## config.mk

```make
export PLATFORM = sky130hd
export DESIGN_NAME = hazard_ctrl
export DESIGN_NICKNAME = d
export VERILOG_FILES = /design/src/rtl/hazard_ctrl.sv
export SDC_FILE = /design/constraint.sdc
export NUM_CORES = 1
export LEC_CHECK = 0
export CAP_MARGIN = 20
export CORE_MARGIN = 2
export CORE_UTILIZATION = 31
export DETAILED_ROUTE_END_ITERATION = 12
export GPL_ROUTABILITY_DRIVEN = 0
export PLACE_DENSITY = 0.82
export REMOVE_ABC_BUFFERS = 1
export SLEW_MARGIN = 0
export SYNTH_ARGS = -nofsm -noshare
export SYNTH_HDL_FRONTEND = slang
export SYNTH_SLANG_ARGS = --single-unit
```

## constraint.sdc

```tcl
create_clock -name clk -period 1.97 [get_ports clk]
set_input_delay 0.197 -clock clk [delete_from_list [all_inputs] [get_ports clk]]
set_output_delay 0.197 -clock clk [all_outputs]
set_load 0.05 [all_outputs]
```

## src/rtl/hazard_ctrl.sv

```systemverilog
// hazard_ctrl: pipeline hazard controller for the 5-stage MIPS core.
// Chooses, every cycle, whether ID passes its instruction to ID/EXE, inserts a
// bubble or freezes. It also gates the PC and IF/ID writes. It covers load-use
// stalls, EXE-resolved redirects (multi-cycle flush window) and data-memory
// freezes.
// Optional build macro HAZARD_PERF_CNT_EN: when defined, the three 16-bit
// saturating event counters are built. When undefined, the counter outputs
// are tied to zero.
module hazard_ctrl #(
    parameter int ASIZE        = 4,
    parameter int FLUSH_CYCLES = 2
) (
    input  logic             clk,
    input  logic             rst,
    input  logic [ASIZE-1:0] id_raddr1,
    input  logic [ASIZE-1:0] id_raddr2,
    input  logic             id_use1,
    input  logic             id_use2,
    input  logic             ex_wen,
    input  logic             ex_mem_read,
    input  logic [ASIZE-1:0] ex_waddr,
    input  logic             ex_redirect,
    input  logic             mem_busy,
    output logic             pc_wen,
    output logic             ifid_wen,
    output logic             ifid_flush,
    output logic             idex_bubble,
    output logic             idex_hold,
    output logic [15:0]      lu_stall_cnt,
    output logic [15:0]      flush_cnt,
    output logic [15:0]      mem_stall_cnt
);

    typedef enum logic {
        RUN   = 1'b0,
        FLUSH = 1'b1
    } state_t;

    localparam logic [3:0] FLUSH_INIT = 4'(FLUSH_CYCLES - 1);

    state_t     state_q, state_d;
    logic [3:0] fcnt_q, fcnt_d;
    logic       lu;
    logic       freeze_cyc;   // memory-freeze cycle
    logic       flush_cyc;    // flushed cycle
    logic       stall_cyc;    // load-use stall cycle

    // Load-use hazard against the load sitting in EXE; r0 never hazards
    assign lu = ex_mem_read & ex_wen & (ex_waddr != '0) &
                ((id_use1 & (id_raddr1 == ex_waddr)) |
                 (id_use2 & (id_raddr2 == ex_waddr)));

    // State and flush-window counter register
    always_ff @(posedge clk) begin
        if (rst) begin
            state_q <= RUN;
            fcnt_q  <= 4'd0;
        end else begin
            state_q <= state_d;
            fcnt_q  <= fcnt_d;
        end
    end

    // Prioritised output decode and next-state logic
    always_comb begin
        state_d     = state_q;
        fcnt_d      = fcnt_q;
        pc_wen      = 1'b1;
        ifid_wen    = 1'b1;
        ifid_flush  = 1'b0;
        idex_bubble = 1'b0;
        idex_hold   = 1'b0;
        freeze_cyc  = 1'b0;
        flush_cyc   = 1'b0;
        stall_cyc   = 1'b0;
        if (rst) begin
            // Fill the front of the pipe with NOPs while in reset
            ifid_flush  = 1'b1;
            idex_bubble = 1'b1;
        end else if (mem_busy) begin
            // Whole pipe frozen; the flush window is paused too
            pc_wen     = 1'b0;
            ifid_wen   = 1'b0;
            idex_hold  = 1'b1;
            freeze_cyc = 1'b1;
        end else if (state_q == FLUSH || ex_redirect) begin
            // Squash wrong-path instructions; load-use is irrelevant here
            ifid_flush  = 1'b1;
            idex_bubble = 1'b1;
            flush_cyc   = 1'b1;
            if (state_q == RUN) begin
                if (FLUSH_CYCLES > 1) begin
                    state_d = FLUSH;
                    fcnt_d  = FLUSH_INIT;
                end
            end else if (fcnt_q > 4'd1) begin
                fcnt_d = fcnt_q - 4'd1;
            end else begin
                state_d = RUN;
                fcnt_d  = 4'd0;
            end
        end else if (lu) begin
            // One-cycle stall; the bubble drops lu on the next cycle
            pc_wen      = 1'b0;
            ifid_wen    = 1'b0;
            idex_bubble = 1'b1;
            stall_cyc   = 1'b1;
        end
    end

`ifdef HAZARD_PERF_CNT_EN
    logic [15:0] lu_cnt_q, flush_cnt_q, mem_cnt_q;

    // Saturating event counters
    always_ff @(posedge clk) begin
        if (rst) begin
            lu_cnt_q    <= 16'h0;
            flush_cnt_q <= 16'h0;
            mem_cnt_q   <= 16'h0;
        end else begin
            if (stall_cyc && lu_cnt_q != 16'hFFFF)
                lu_cnt_q <= lu_cnt_q + 16'h1;
            if (flush_cyc && flush_cnt_q != 16'hFFFF)
                flush_cnt_q <= flush_cnt_q + 16'h1;
            if (freeze_cyc && mem_cnt_q != 16'hFFFF)
                mem_cnt_q <= mem_cnt_q + 16'h1;
        end
    end

    assign lu_stall_cnt  = lu_cnt_q;
    assign flush_cnt     = flush_cnt_q;
    assign mem_stall_cnt = mem_cnt_q;
`else
    logic unused_evt;
    assign unused_evt    = stall_cyc ^ flush_cyc ^ freeze_cyc;
    assign lu_stall_cnt  = 16'h0;
    assign flush_cnt     = 16'h0;
    assign mem_stall_cnt = 16'h0;
`endif

endmodule

```

==> flow_metrics.tcl <==
set metrics [dict create \
    die_area_um2 2960 \
    rsz0062_at_grt "no" \
    fp-row-count 18 \
    area_growth_syn_to_layout_pct 18.4 \
    arrival_ns 1.69 \
    cpMaxStageDelayCell "clkdlybuf4s50_1" \
    ant_nets 0 \
    drv_cap 0 \
    power.internal_mw 0.257 \
    final_common_cell "conb_1" \
    reg2reg_setup_slack_ns 0.44 \
    clock_skew_ns 0.00641 \
    p_clk_frac 0.217 \
    crit_chain "clkdlybuf4s50_1 > xor2_1 > nor4_1 > o21ai_1 > o21ai_1 > buf_12" \
    cts_setup_buffers 0 \
    antenna_found_initial 0 \
    crit_required_ns 1.77 \
    htree_levels 1 \
    endpoint_kind "primary output" \
    p_leak_nw 0.439 \
    hold_buffers 0 \
    seq_area_frac_synth 0.127 \
    vias_per_cell 3.71 \
    drt_iter0_drc 1 \
    cp_max_fo 3 \
    cts_sinks 5 \
    hold_depth 2 \
    seq_power_share 0.192 \
    routed_wl_mm 1.33 \
    tritoncts "built" \
    drv_slew 0 \
    grt_pass1_wl_mm 1.67 \
    synth.area.mux_share 0 \
    synth_area_um2 788 \
    cts_made_buffers 3 \
    drive_above_1_share 0.0902 \
    io_pins 73 \
    fin_crit_sh 0.956 \
    route.detailed.drc 0 \
    synth_top_cell_area_share 0.467 \
    grt_start_max_net_pins 7 \
    final_cell_mix "conb_1, clkdlybuf4s50_1, nor2_1, xor2_1" \
    track_usage 0.0822 \
    post-route-util 0.384 \
    clk-insertion-delay-late_ns 0.25 \
    synth_top_area_cell "buf_4" \
    synth_top_family_by_area "buffers and inverters" \
    ys_ff_latch 5 \
    synthTopCellsByArea "buf_4, dfxtp_1, xor2_1, nor2_1, ha_1" \
    finalNetCount 156 \
    fp.dieH_um 54.4 \
    ys_types 22 \
    core-area_um2 2430 \
    drt-pass1-iter-count 2 \
    peakVddDrop_uv 225 \
    ctsResizeCount 0 \
    wire_per_inst_um 8.17 \
    hold_class "flip-flop to flip-flop" \
    cpPeakStageDelay_ns 0.48 \
    hold_path_end "fcnt_q[2]" \
    setup.worst_path.start "ex_waddr[0]" \
    reg2reg_from "fcnt_q[0]" \
    worstRegToRegCells 6 \
    path_clk_slew_ns 0.05 \
    sw_frac_of_total 0.552 \
    start_util 0.324 \
    cp-start-kind "primary input" \
    cpMostUsedCell "o21ai_1" \
    status "finished, final reports clean" \
    clock_path_buffers 2 \
    synth_simple_gate_area_share 0.152 \
    setup_tns_ns 0 \
    ys_warn_count 0 \
    vias 605 \
    cts_root_buffer "clkbuf_4" \
    min-delay-start "state_q" \
    setup_viol 0 \
    diodes 0 \
    pwr-share-comb 0.591 \
    power.switching_mw 0.316 \
    power_density_nw_per_um2 613 \
    timing.fmax_ghz 0.531 \
    power_mw 0.573 \
    fin_crit_ns 1.88 \
    avgSynthCellArea_um2 7.44 \
    die_w_um 54.4 \
    io_buffers 24 \
    synthAdderAreaFrac 0.0317 \
    final.fill_count 268 \
    synth-compound-area-share 0.110 \
    synthCells 106 \
    synth-xor-area-share 0.0889 \
    grt_pass1_vias 425 \
    hold_viol 0 \
    overflow 0 \
    r2r_end "fcnt_q[3]" \
    path_class "primary input to primary output" \
]
-- layer usage --
metal / global-route usage / part of all wire / up-vias
met5: 0 / 0 / -
met4: 0.0250 / 0.0060 / 0
met3: 0.0574 / 0.12 / 2
met2: 0.129 / 0.52 / 36
met1: 0.0882 / 0.35 / 268
li1: - / - / 299
-- power groups by stage --
stage                     Clock, mW  Sequential [mW]  Combinational (mW)
after floorplan                   0            0.111               0.260
after global placement            0            0.111               0.334
after detailed placement          0            0.111               0.336
after CTS                     0.132            0.110               0.337
after global routing          0.137            0.111               0.355
final                         0.124            0.110               0.338
-- worst max path at each step --
stage	to	slack [ns]	cells past startpoint
2_1_floorplan	ifid_wen	0.17	5
3_3_place_gp	pc_wen	0.10	6
3_5_place_dp	idex_bubble	0.08	6
4_1_cts	ifid_wen	0.08	6
5_1_grt	ifid_wen	0.02	6
6_report	idex_bubble	0.09	6
-- area by class of cell --
| class | count | area [um2] | area share |
|---|---|---|---|
| sequential | 5 | 100 | 0.107 |
| multi-input combinational | 95 | 482 | 0.516 |
| clock buffer | 4 | 26.3 | 0.0282 |
| tap | 30 | 37.5 | 0.0402 |
| timing repair buffer | 25 | 273 | 0.292 |
| inverter | 4 | 15.0 | 0.0161 |
-- critical path: cells and delay by family --
family	cells	cell delay [ns]
buffers and inverters	2	0.65
AO/OA/AOI/OAI	2	0.35
AND/OR/NAND/NOR	1	0.29
XOR/XNOR	1	0.19
-- logic make-up after synthesis --
| family | count (synthesis) |
|---|---|
| AOI/OAI and AO/OA | 14 |
| adders and majority gates | 2 |
| buffers and inverters | 53 |
| other | 1 |
| and+or+nand+nor | 23 |
| DFF | 5 |
| xor gates and xnor gates | 8 |
-- metrics by stage --
step	setup WS [ns]	std cells	area (um2)	hold slack, ns
after floorplan	0.169	104	597	0.259
final	0.0871	163	933	0.514
after detailed placement	0.0836	159	907	0.511
after CTS	0.0822	163	933	0.519
after global placement	0.105	159	907	0.493
after global routing	0.0183	163	933	0.540
-- cells in the mapped netlist --
| cell | n |
|---|---|
| nor4bb_1 | 1 |
| a21oi_2 | 1 |
| a211oi_1 | 1 |
| conb_1 | 1 |
| o31ai_2 | 1 |
| o21ai_0 | 5 |
| xor2_1 | 6 |
| nand2_1 | 5 |
| a21oi_1 | 3 |
| a21o_1 | 1 |
| dfxtp_1 | 5 |
| nor2_1 | 9 |
| nor4_1 | 3 |
| or3b_1 | 1 |
| nor2b_4 | 1 |
| o21ai_1 | 2 |
| buf_4 | 49 |
| nor2b_1 | 1 |
| nor3_1 | 2 |
| ha_1 | 2 |
| inv_1 | 4 |
| xnor2_1 | 2 |
-- flip-flops by register name, summed over array words and instances (netlist names) --
register,count
fcnt_q,4
state_q,1
No activity file was read; power rests on OpenSTA's default activity.
